<file path="config.mk">
export PLATFORM = sky130hd
export DESIGN_NAME = jtag_tdr_chain
export DESIGN_NICKNAME = d
export VERILOG_FILES = /design/src/rtl/jtag_tdr_chain.sv
export SDC_FILE = /design/constraint.sdc
export NUM_CORES = 1
export LEC_CHECK = 0
export BUFFER_PORTS_ARGS = -buffer_cell sky130_fd_sc_hd__buf_2
export CORE_AREA = 5 5 71 86
export DETAILED_ROUTE_END_ITERATION = 10
export DIE_AREA = 0 0 76 91
export PLACE_DENSITY_LB_ADDON = 0.25
export SYNTH_ARGS = -nofsm -noshare
export SYNTH_HDL_FRONTEND = slang
export SYNTH_SLANG_ARGS = --single-unit
</file>
<file path="constraint.sdc">
create_clock -name CLK -period 5.2 [get_ports CLK]
set_clock_uncertainty 0.15 [all_clocks]
set_input_delay 0.52 -clock CLK [delete_from_list [all_inputs] [get_ports CLK]]
set_output_delay 0.52 -clock CLK [all_outputs]
set_load 0.02 [all_outputs]
</file>
<file path="src/rtl/jtag_tdr_chain.sv">
// JTAG instruction register plus BYPASS / IDCODE / USER data registers.
// The TAP state is an input. Every register acts on the state present in the
// cycle before its clock edge. TDO is the combinational LSB of whichever
// register is shifting.
module jtag_tdr_chain #(
    parameter int          IR_WIDTH     = 4,
    parameter logic [31:0] IDCODE_VAL   = 32'h1000_0001,
    parameter int          USER_WIDTH   = 8,
    parameter int          INSTR_IDCODE = 1,
    parameter int          INSTR_USER   = 2
) (
    input  logic                  CLK,
    input  logic                  RESET,
    input  logic [3:0]            state,
    input  logic                  tdi,
    output logic                  tdo,
    output logic                  tdo_en,
    output logic [IR_WIDTH-1:0]   ir,
    input  logic [USER_WIDTH-1:0] user_dr_in,
    output logic [USER_WIDTH-1:0] user_dr_out,
    output logic                  user_update
);

    // TAP state codes this block reacts to; all other states hold everything
    localparam logic [3:0] ST_TLR   = 4'd15;
    localparam logic [3:0] ST_CAPDR = 4'd6;
    localparam logic [3:0] ST_SHDR  = 4'd2;
    localparam logic [3:0] ST_UPDR  = 4'd5;
    localparam logic [3:0] ST_CAPIR = 4'd14;
    localparam logic [3:0] ST_SHIR  = 4'd10;
    localparam logic [3:0] ST_UPIR  = 4'd13;

    localparam logic [IR_WIDTH-1:0] OP_IDCODE = IR_WIDTH'(INSTR_IDCODE);
    localparam logic [IR_WIDTH-1:0] OP_USER   = IR_WIDTH'(INSTR_USER);

    logic [IR_WIDTH-1:0]   r_ir;
    logic [IR_WIDTH-1:0]   r_ir_sh;
    logic [31:0]           r_id_sh;
    logic [USER_WIDTH-1:0] r_usr_sh;
    logic                  r_bypass;
    logic [USER_WIDTH-1:0] r_user_dr_out;
    logic                  r_user_update;

    logic                  w_sel_idcode;
    logic                  w_sel_user;
    logic [USER_WIDTH-1:0] w_usr_next;

    // IDCODE wins if both opcodes are ever configured the same.
    // Anything unrecognised falls through to BYPASS.
    assign w_sel_idcode = (r_ir == OP_IDCODE);
    assign w_sel_user   = !w_sel_idcode && (r_ir == OP_USER);

    // A 1-bit USER register has nothing above bit 0, so it simply loads TDI
    generate
        if (USER_WIDTH == 1) begin : g_usr1
            assign w_usr_next = tdi;
        end else begin : g_usrn
            assign w_usr_next = {tdi, r_usr_sh[USER_WIDTH-1:1]};
        end
    endgenerate

    // Instruction path: capture the fixed 01 pattern, shift LSB first, and
    // commit only at UPIR. Test-logic-reset restores IDCODE without touching
    // the shift register.
    always_ff @(posedge CLK or posedge RESET) begin
        if (RESET) begin
            r_ir    <= OP_IDCODE;
            r_ir_sh <= '0;
        end else begin
            case (state)
                ST_CAPIR: r_ir_sh <= IR_WIDTH'(2'b01);
                ST_SHIR:  r_ir_sh <= {tdi, r_ir_sh[IR_WIDTH-1:1]};
                ST_UPIR:  r_ir    <= r_ir_sh;
                ST_TLR:   r_ir    <= OP_IDCODE;
                default:  ;
            endcase
        end
    end

    // Data registers: only the register the current instruction selects
    // captures or shifts. The unselected ones keep their contents.
    always_ff @(posedge CLK or posedge RESET) begin
        if (RESET) begin
            r_id_sh  <= '0;
            r_usr_sh <= '0;
            r_bypass <= 1'b0;
        end else if (state == ST_CAPDR) begin
            if (w_sel_idcode)    r_id_sh  <= IDCODE_VAL;
            else if (w_sel_user) r_usr_sh <= user_dr_in;
            else                 r_bypass <= 1'b0;
        end else if (state == ST_SHDR) begin
            if (w_sel_idcode)    r_id_sh  <= {tdi, r_id_sh[31:1]};
            else if (w_sel_user) r_usr_sh <= w_usr_next;
            else                 r_bypass <= tdi;
        end
    end

    // USER parallel output and its strobe. The strobe is high for the single
    // cycle after a USER update.
    always_ff @(posedge CLK or posedge RESET) begin
        if (RESET) begin
            r_user_dr_out <= '0;
            r_user_update <= 1'b0;
        end else begin
            r_user_update <= (state == ST_UPDR) && w_sel_user;
            if ((state == ST_UPDR) && w_sel_user) begin
                r_user_dr_out <= r_usr_sh;
            end
        end
    end

    // Serial output: the LSB of the active shift path, forced low elsewhere
    always_comb begin
        tdo = 1'b0;
        case (state)
            ST_SHIR: tdo = r_ir_sh[0];
            ST_SHDR: begin
                if (w_sel_idcode)    tdo = r_id_sh[0];
                else if (w_sel_user) tdo = r_usr_sh[0];
                else                 tdo = r_bypass;
            end
            default: tdo = 1'b0;
        endcase
    end

    assign tdo_en      = (state == ST_SHIR) || (state == ST_SHDR);
    assign ir          = r_ir;
    assign user_dr_out = r_user_dr_out;
    assign user_update = r_user_update;

endmodule

</file>
# --- Word level (Yosys, flattened, before mapping) ---
# Index checks and enable logic that the tools add are counted.
op_classes:
  eq_ne: 17
  mux: 21
  reduce_logical: 10
op_table:
  columns: ["op", "n"]
  rows:
  - ["$mux W32", 4]
  - ["$mux W8", 6]
  - ["$eq A4 B4 Y1 const B", 4]
  - ["$ne A2 B2 Y1 const B", 8]
  - ["$pmux W4 S2", 2]
  - ["$reduce_and A5 Y1", 2]
  - ["$eq A4 B2 Y1 const B", 2]
  - ["$eq A4 B3 Y1 const B", 2]
  - ["$mux W1", 8]
  - ["$reduce_bool A2 Y1", 3]
  - ["$eq A4 B1 Y1 const B", 1]
  - ["$reduce_and A3 Y1", 1]
  - ["$logic_and A1 B1 Y1", 2]
  - ["$pmux W1 S2", 1]
  - ["$logic_not A1 Y1", 1]
  - ["$logic_or A1 B1 Y1", 1]
word_totals:
  reg_bits: 58
  in_bits: 15
  out_inout_bits: 15
  word_cells: 55

# --- Longest topological paths before layout ---
# Gate-level depths: netlist (run 1).
logic_depth:
  depth_word: 7
  mapped_depth: 6
  ltp_nobuf: 4

# --- Worst setup path before layout (run 1) ---
# Ideal clock, no wire load.
synth_timing:
  path_kind: "input -> output"
  startpoint: "in state[2]"
  endpoint: "out tdo"
  arrival_ps: 1768
  t_required_ps: 4530
  slack_ps: 2762
  cell_stages: 4
  path_buffers: 2
  cell_sequence: "clkbuf_1 > clkbuf_1 > nor2_1 > a21boi_0"
synth_via:
  elab_chain_cells: 2
  word_cells_on_any_way: 3
  cone_classes: "2 x eq/ne; 1 x mux"
synth_rtl:
  columns: ["element", "line_no", "text"]
  rows:
  - ["from (decl)", "14", "input logic [3:0] state,"]
  - ["$eq A4 B2 Y1 or $eq A4 B4 Y1 (tied branches)", "115", "case (state)"]
  - ["$pmux W1 S2 *", "115", null]
  - ["to (decl)", "16", "output logic tdo,"]
# Mark *: on every way between the ends. The rest lies on a longest branch, timed or not.

# --- Worst setup path after layout (run 1) ---
layout_timing:
  startpoint: "reg r_ir[0] (netlist: ir[0])"
  endpoint: "out tdo"
layout_via:
  elab_chain_cells: 6
  word_cells_on_any_way: 7
  cone_classes: "2 x eq/ne; 3 x mux; 2 x reduce/logical"
layout_rtl:
  columns: ["element", "line_no", "text"]
  rows:
  - ["from (decl)", "36", "logic [IR_WIDTH-1:0] r_ir;"]
  - ["from (signal assigned)", "73", "ST_UPIR: r_ir <= r_ir_sh;"]
  - ["$eq A4 B1 Y1", "50", "assign w_sel_idcode = (r_ir == OP_IDCODE);"]
  - ["$logic_not A1 Y1", "51", "assign w_sel_user = !w_sel_idcode && (r_ir == OP_USER);"]
  - ["$logic_and A1 B1 Y1", "51", null]
  - ["$mux W1", "119", "else if (w_sel_user) tdo = r_usr_sh[0];"]
  - ["$mux W1 *", "118", "if (w_sel_idcode) tdo = r_id_sh[0];"]
  - ["$pmux W1 S2 *", "115", null]
# Marks and branches as above.

==> results.py, run 1 <==
metrics = {
    "synthesis": {
        "ys_seq_area_share_pct": 57.4,
        "postSynthCellCount": 250,
        "synthFlopType": "dfrtp_1",
        "synth-async-reset-ratio_pct": 100,
        "synth_nets": 265,
        "avgSynthCellArea_sq_um": 10.1,
        "synth-edff-count": 0,
        "synth-seq-cells": 58,
        "yosysUniqueCellTypes": 28,
        "netlist_area_sq_mm": 0.00253,
        "synth_warnings": 0,
    },
    "power": {
        "leakagePower_nw": 1.37,
        "p_int_w": 0.000758,
        "combPwrFrac_pct": 8.2,
        "seqPwrFrac_pct": 50.0,
        "total_power_w": 0.000989,
        "p_switching_w": 0.000231,
        "ir_drop_mv": 0.200,
        "p_sw_share_pct": 23.4,
        "pwr-share-clk_pct": 41.8,
        "pwr_density_cell_mw_per_mm2": 341,
    },
    "grt": {
        "gr-total-overflow": 0,
        "grt_pass1_wl_um": 7600,
        "first_global_vias": 1698,
        "grt_max_degree": 65,
        "grt_usage_pct": 13.6,
        "antenna_found_initial": 0,
    },
    "routing": {
        "vias": 1706,
        "drc": 0,
        "viasPerCell": 4.97,
        "drtPass1Iterations": 4,
        "wirelength_um": 4150,
        "first_iter_violations": 120,
        "ant_nets": 0,
        "wl_per_cell_um": 12.1,
    },
    "die": {
        "start_util_pct": 48.8,
        "coreArea_sq_mm": 0.00519,
        "io_pins": 30,
        "die_area_sq_mm": 0.00692,
        "rows": 29,
        "die_height_um": 91,
        "die_w_um": 76,
    },
    "finish": {
        "layoutNonFillerInstCount": 343,
        "final_cell_mix": "dfrtp_1, nand2_1, o21ai_0",
        "final_common_cell": "dfrtp_1",
        "area_growth_pct": 14.5,
        "finalNetCount": 291,
        "fillers": 471,
        "drive_gt1_share_pct": 20.6,
        "antenna_cells": 0,
    },
    "timing": {
        "setup_ws_ps": 2600,
        "final-max-slew-violation-count": 0,
        "tightest_slew_ps": 740,
        "relSlewSlack_pct": 50.7,
        "period_share_pct": 50.0,
        "rsz0062_at_grt": "false",
        "max_freq_mhz": 385,
        "hold_viol_final": 0,
        "fin_crit_ps": 2600,
        "setup_violations": 0,
        "tns_ps": 0,
    },
    "cts": {
        "cts_made_buffers": 9,
        "clockBufferDepth": 2,
        "clk_latency_ps": 330,
        "htree_levels": 3,
        "clk_pin_slew_ps": 60,
        "post_cts_buffers": 0,
        "cts.hold.buffers_added": 0,
        "tritoncts": "built",
        "cts_root_buf": "clkbuf_8",
        "cts_resized": 0,
        "clock_sinks": 58,
    },
    "place": {
        "place_congestion": 0.711,
        "dp_cells": 327,
        "dpl_worst_slack_ps": 2810,
        "numPortBuffers": 29,
        "dp.final_hpwl_um": 2650,
    },
    "critical_path": {
        "worstPathMaxFanout": 6,
        "slowest_stage": "dfstp_2",
        "arrival_ps": 1930,
        "required_ps": 4530,
        "crit_path_max_incr_delay_ps": 570,
        "path_cells": "or4b_1 > o22a_1 > o211ai_1 > a21boi_0 > buf_2",
        "crit_path_start_kind": "flop",
        "path_class": "flop to output port",
        "cp-end-kind": "output port",
    },
    "worst_hold_path": {
        "hold_class": "input port to async pin",
    },
    "run": {
        "drv_cap": 0,
    },
    "outcome": {
        "run_status": "finished clean",
    },
}
==> power groups by stage <==
stage	clock network (W)	logic, W	registers (W)
after floorplan	0	0.0000573	0.000502
after global placement	0	0.0000819	0.000502
after global routing	0.000449	0.0000937	0.000498
after detailed placement	0	0.0000827	0.000502
final	0.000413	0.0000806	0.000495
after CTS	0.000425	0.0000828	0.000494
==> sequential cells by signal (all words and copies together), names as in the netlist <==
signal and flops:
ir 4, r_id_sh 32, user_update 1, user_dr_out 8, r_ir_sh 4, r_usr_sh 8, r_bypass 1
==> worst max-delay path: cells and delay by family, from the launching register on <==
family                 cells  cell delay (ps)
DFF                        1              570
and+or+nand+nor            1              470
AOI/OAI and AO/OA          3              400
buffers and inverters      1              160
==> cell families after synthesis <==
logic type	Yosys count	share of synthesized area [%]
buf+inv	19	3.16
simple gates	103	20.3
compound gates	54	11.1
flops	58	57.4
mux	16	7.96
==> layout make-up <==
type,count,area (sq um),area share (%)
Clock buffer,14,163,5.62
Clock inverter,2,35.0,1.21
Multi-Input combinational cell,173,997,34.4
Tap cell,62,77.6,2.68
Inverter,3,11.3,0.389
Sequential cell,58,1450,50.2
Timing Repair Buffer,31,160,5.53
==> cell usage after synthesis, types with 2 or more instances <==
| library cell | number | share of area [%] |
|---|---|---|
| inv_1 | 3 | 0.45 |
| nand2b_1 | 36 | 8.9 |
| mux2_4 | 8 | 4.7 |
| dfrtp_1 | 57 | 56 |
| a21oi_1 | 2 | 0.40 |
| mux2i_1 | 7 | 2.8 |
| nor2_1 | 6 | 0.89 |
| o21ai_0 | 45 | 8.9 |
| o21ai_1 | 3 | 0.59 |
| nand2_1 | 51 | 7.6 |
| nor3_1 | 2 | 0.40 |
| or3_1 | 2 | 0.49 |
| clkbuf_1 | 13 | 1.9 |
==> metal layers <==
| metal | part of all wire [%] | global-route usage (%) | vias to the layer above |
|---|---|---|---|
| met3 | 4.7 | 4.75 | 7 |
| met5 | 0 | 0 | - |
| li1 | - | - | 876 |
| met1 | 49 | 17.1 | 793 |
| met4 | 2.4 | 8.01 | 0 |
| met2 | 44 | 20.2 | 30 |
==> worst paths after layout <==
check | start | to | slack (ps) | cells after the start
min reg2reg | r_id_sh[2] | r_id_sh[2] | 330 | 2
max | ir[0] | tdo | 2600 | 5
max reg2reg | ir[3] | user_dr_out[6] | 3020 | 3
min in group CLK | r_id_sh[2] | r_id_sh[2] | 330 | 2
min | RESET | r_id_sh[24] | 230 | 3
max in group asynchronous | RESET | user_dr_out[6] | 4200 | 3
==> stage by stage <==
| step | utilization (%) | hold WS, ps | cell area [sq um] |
|---|---|---|---|
| floorplan | - | 300 | 2530 |
| global placement | 52.0 | 313 | 2700 |
| detailed placement | 52.0 | 322 | 2700 |
| CTS | 55.8 | 254 | 2900 |
| global route | 55.8 | 305 | 2900 |
| finish | 55.8 | 235 | 2900 |
No activity file was read; power rests on OpenSTA's default activity.
==> inputs of run 2 (changes only) <==
Clock period 5.2 ns to 2.1 ns, I/O delays scaled along.
==> results.py, run 2 (same netlist as run 1, synthesis figures left out) <==
metrics = {
    "finish": {
        "utilization_pct": 62.4,
        "layoutNonFillerInstCount": 363,
        "fillers": 409,
        "largest_register": "r_id_sh",
        "final_common_cell": "dfrtp_1",
        "final_cell_mix": "dfrtp_1, nand2_1, nand2b_1",
        "area_growth_pct": 28.0,
        "antenna_cells": 0,
        "finalNetCount": 311,
        "drive_gt1_share_pct": 29.9,
        "largest_reg_flops": 32,
    },
    "grt": {
        "grt-busiest-layer": "met2",
        "met1_usage_pct": 17.5,
        "first_global_vias": 1891,
        "gr-total-overflow": 0,
        "met2_usage_pct": 23.6,
        "grt_pass1_wl_um": 8330,
        "grt_max_degree": 59,
        "antenna_found_initial": 0,
        "globalRouteMet3Util_pct": 3.37,
        "grt_usage_pct": 14.8,
    },
    "routing": {
        "wl_per_cell_um": 14.4,
        "viasPerCell": 5.17,
        "drtPass1Iterations": 4,
        "drc": 0,
        "ant_nets": 0,
        "wirelength_um": 5210,
        "vias": 1875,
        "first_iter_violations": 73,
    },
    "critical_path": {
        "cp-end-kind": "output port",
        "crit_start": "ir[2]",
        "arrival_ps": 1890,
        "path_class": "flop to output port",
        "required_ps": 1740,
        "slowest_stage": "or4b_4",
        "crit_path_max_incr_delay_ps": 510,
        "crit_family": "simple AND/OR/NAND/NOR gates",
        "critPathBufInv": 2,
        "path_cells": "buf_6 > or4b_4 > o22a_1 > o211ai_1 > a21boi_1 > buf_4",
        "worstPathMaxFanout": 2,
        "reg2reg_from": "ir[2]",
        "crit_path_start_kind": "flop",
    },
    "cts": {
        "clk_pin_slew_ps": 60,
        "clk_latency_ps": 330,
        "clock_sinks": 58,
        "htree_levels": 3,
        "cts_made_buffers": 9,
        "cts_root_buf": "clkbuf_8",
        "tritoncts": "built",
        "clockBufferDepth": 2,
    },
    "timing": {
        "setup_ws_ps": -149,
        "max_freq_mhz": 445,
        "hold_viol_final": 0,
        "relSlewSlack_pct": 79.6,
        "final-max-slew-violation-count": 0,
        "period_share_pct": 107,
        "rsz0062_at_grt": "true",
        "fin_crit_ps": 2250,
        "setup_violations": 41,
        "tightest_slew_ps": 305,
    },
    "place": {
        "place_congestion": 0.747,
        "dp_cells": 336,
        "numPortBuffers": 29,
        "dp.final_hpwl_um": 2840,
    },
    "power": {
        "total_power_w": 0.00263,
        "ir_drop_mv": 0.382,
        "pwr_density_cell_mw_per_mm2": 814,
        "leakagePower_nw": 1.54,
    },
    "worst_hold_path": {
        "worstHoldStart": "tdi",
        "hold_class": "input port to flop",
    },
    "die": {
        "start_util_pct": 48.8,
        "io_pins": 30,
        "die_height_um": 91,
        "die_w_um": 76,
        "coreArea_sq_mm": 0.00519,
        "rows": 29,
        "die_area_sq_mm": 0.00692,
    },
    "outcome": {
        "run_status": "finished with violations",
        "violations": "negative setup slack",
    },
    "run": {
        "drv_cap": 0,
    },
}
run 2: path summary, 6_finish.rpt:
kind / depth (start not counted) / to / slack (ps)
worst max-delay path: 6 / tdo / -150
worst min-delay path: 3 / r_id_sh[31] / 20
worst max register to register: 7 / r_id_sh[7] / -120
worst min register to register: 2 / r_id_sh[16] / 330
max in group asynchronous: 4 / ir[0] / 1150
min in group asynchronous: 4 / r_id_sh[18] / 340
run 2: worst register-to-register path, delay by kind of cell, from the launching register on:
family          cells  cell delay (ps)
compound gates      1               70
simple gates        3             1010
buf+inv             3              480
flops               1              390
run 2: cell type report:
| class | count | area, sq um | share of cell area, % |
|---|---|---|---|
| clock buffer | 11 | 141 | 4.37 |
| clock inverter | 5 | 77.6 | 2.40 |
| inverter | 3 | 11.3 | 0.348 |
| multi-input combinational | 173 | 1030 | 31.8 |
| sequential | 58 | 1460 | 44.9 |
| tap | 62 | 77.6 | 2.40 |
| timing repair buffer | 51 | 445 | 13.8 |
run 2: per-stage QoR:
step / hold WS [ps] / setup slack (ps) / setup TNS (ps) / cell area, sq um
CTS: 9.94 / -177 / -1260 / 3080
finish: 22.6 / -149 / -3220 / 3240
global placement: 139 / 3.22 / 0 / 2790
floorplan: 210 / -86.2 / -1010 / 2540
detailed placement: 151 / -13.6 / -83.8 / 2790
global route: 19.4 / -212 / -5200 / 3240
run 2: power by group:
| group | switching [W] | internal, W | leakage (nW) | total [W] |
|---|---|---|---|---|
| clock | 0.000425 | 0.000696 | 0.109 | 0.00112 |
| sequential | 0.0000408 | 0.00118 | 0.794 | 0.00122 |
| combinational | 0.000150 | 0.000142 | 0.641 | 0.000292 |
run 2: what timing repair did:
item	4_1_cts	5_1_grt
hold buffers	1	0
cloned	1	6
endpoints found under the hold margin	57	0
buffers inserted	2	1
resized for setup	9	25
endpoints found under the setup margin	11	33
pin swaps	5	2
run 2: per-layer routing:
layer | routed length (um) | part of all wire [%]
met1 | 2380 | 46
met2 | 2500 | 48
met3 | 186 | 3.6
met4 | 139 | 2.7
met5 | 0 | 0
==> inputs of run 3 (changes only) <==
==> constraint.sdc (replaced) <==
create_clock -name CLK -period 2.1 [get_ports CLK]
set_clock_uncertainty 0.15 [all_clocks]
set_input_delay 0.42 -clock CLK [delete_from_list [all_inputs] [get_ports CLK]]
set_output_delay 0.42 -clock CLK [all_outputs]
set_load 0.02 [all_outputs]
==> results.py, run 3 (same netlist as run 1, synthesis figures left out) <==
metrics = {
    "routing": {
        "wirelength_um": 4520,
        "first_iter_violations": 76,
        "viasPerCell": 4.92,
        "ant_nets": 0,
        "vias": 1753,
        "drtPass1Iterations": 4,
        "drc": 0,
        "wl_per_cell_um": 12.7,
    },
    "cts": {
        "clk_latency_ps": 330,
        "cts_root_buf": "clkbuf_8",
        "htree_levels": 3,
        "clk_pin_slew_ps": 70,
        "clockBufferDepth": 2,
        "tritoncts": "built",
        "clock_sinks": 58,
        "cts_made_buffers": 9,
    },
    "die": {
        "die_height_um": 91,
        "die_area_sq_mm": 0.00692,
        "die_w_um": 76,
        "io_pins": 30,
        "rows": 29,
        "coreArea_sq_mm": 0.00519,
        "start_util_pct": 48.8,
    },
    "worst_hold_path": {
        "hold_class": "input port to flop",
        "worstHoldStart": "user_dr_in[6]",
    },
    "place": {
        "numPortBuffers": 29,
        "dp_cells": 336,
        "dp.final_hpwl_um": 2880,
        "dpl_worst_slack_ps": -27.6,
        "place_congestion": 0.787,
    },
    "critical_path": {
        "crit_path_max_incr_delay_ps": 520,
        "worstPathMaxFanout": 3,
        "crit_path_start_kind": "flop",
        "cp-end-kind": "output port",
        "crit_start": "ir[0]",
        "path_cells": "or4b_4 > o22a_1 > o211ai_1 > a21boi_1 > buf_4",
        "arrival_ps": 1850,
        "required_ps": 1530,
        "path_class": "flop to output port",
        "reg2reg_from": "ir[0]",
        "slowest_stage": "dfstp_2",
    },
    "timing": {
        "hold_viol_final": 0,
        "final-max-slew-violation-count": 0,
        "relSlewSlack_pct": 72.1,
        "fin_crit_ps": 2420,
        "setup_violations": 1,
        "setup_ws_ps": -317,
        "max_freq_mhz": 414,
        "tightest_slew_ps": 419,
        "rsz0062_at_grt": "true",
        "period_share_pct": 115,
    },
    "grt": {
        "gr-total-overflow": 0,
        "first_global_vias": 1700,
        "grt_pass1_wl_um": 7820,
        "antenna_found_initial": 0,
        "grt_usage_pct": 14.1,
        "grt_max_degree": 65,
    },
    "finish": {
        "final_common_cell": "dfrtp_1",
        "antenna_cells": 0,
        "largest_register": "r_id_sh",
        "largest_reg_flops": 32,
        "final_cell_mix": "dfrtp_1, nand2_1, o21ai_0",
        "area_growth_pct": 22.1,
        "layoutNonFillerInstCount": 356,
        "utilization_pct": 59.5,
        "finalNetCount": 304,
        "drive_gt1_share_pct": 25.9,
    },
    "power": {
        "leakagePower_nw": 1.46,
        "pwr_density_cell_mw_per_mm2": 889,
        "total_power_w": 0.00275,
        "ir_drop_mv": 0.521,
    },
    "outcome": {
        "violations": "negative setup slack",
        "run_status": "finished with violations",
    },
    "run": {
        "drv_cap": 0,
    },
}
==> run 3: worst max-delay path, delay by kind of cell, from the launching register on <==
kind,cells,cell delay (ps)
DFF,1,520
AOI/OAI and AO/OA,3,380
and+or+nand+nor,1,460
buffers and inverters,1,160
==> run 3: final timing paths <==
| check | to | slack, ps | cells past startpoint |
|---|---|---|---|
| max | tdo | -320 | 5 |
| min | r_usr_sh[6] | 230 | 3 |
| max reg2reg | user_dr_out[4] | 0 | 4 |
| min reg2reg | r_id_sh[29] | 330 | 2 |
| max in group asynchronous | user_dr_out[4] | 730 | 4 |
| min in group asynchronous | r_id_sh[21] | 470 | 3 |
==> run 3: metrics by stage <==
| step | hold WS [ps] | cell area (sq um) | setup TNS (ps) |
|---|---|---|---|
| floorplan | 300 | 2540 | -1060 |
| global placement | 279 | 2780 | -134 |
| detailed placement | 287 | 2780 | -226 |
| CTS | 221 | 3070 | -341 |
| global route | 234 | 3090 | -482 |
| finish | 228 | 3090 | -317 |
==> run 3: repair_timing <==
| item | 4_1_cts | 5_1_grt |
|---|---|---|
| setup endpoints to repair | 9 | 17 |
| pin swaps | 2 | 1 |
| gates cloned | 1 | 1 |
| buffers inserted | 1 | 0 |
| endpoints found under the hold margin | 17 | 0 |
| hold buffers | 1 | 0 |
| gates resized for setup | 3 | 11 |
==> run 3: metal layers <==
metal,wire length [um],vias up,track usage (%)
li1,-,904,-
met2,2100,30,21.9
met4,116,0,6.23
met5,0,-,0
met3,223,11,6.14
met1,2070,808,17.0
==> run 3: layout make-up <==
cell class	instances	area [sq um]
Tap cell	62	77.6
Sequential cell	58	1460
Fill cell	461	2100
Clock inverter	4	97.6
Timing Repair Buffer	43	275
Inverter	3	11.3
Multi-Input combinational cell	174	1020
Clock buffer	12	155
==> run 3: report_power, final <==
part           internal [W]  total (W)  switching, W
logic              0.000110   0.000244      0.000134
clock network      0.000854    0.00128      0.000431
registers           0.00118    0.00122     0.0000384
total               0.00214    0.00275      0.000603
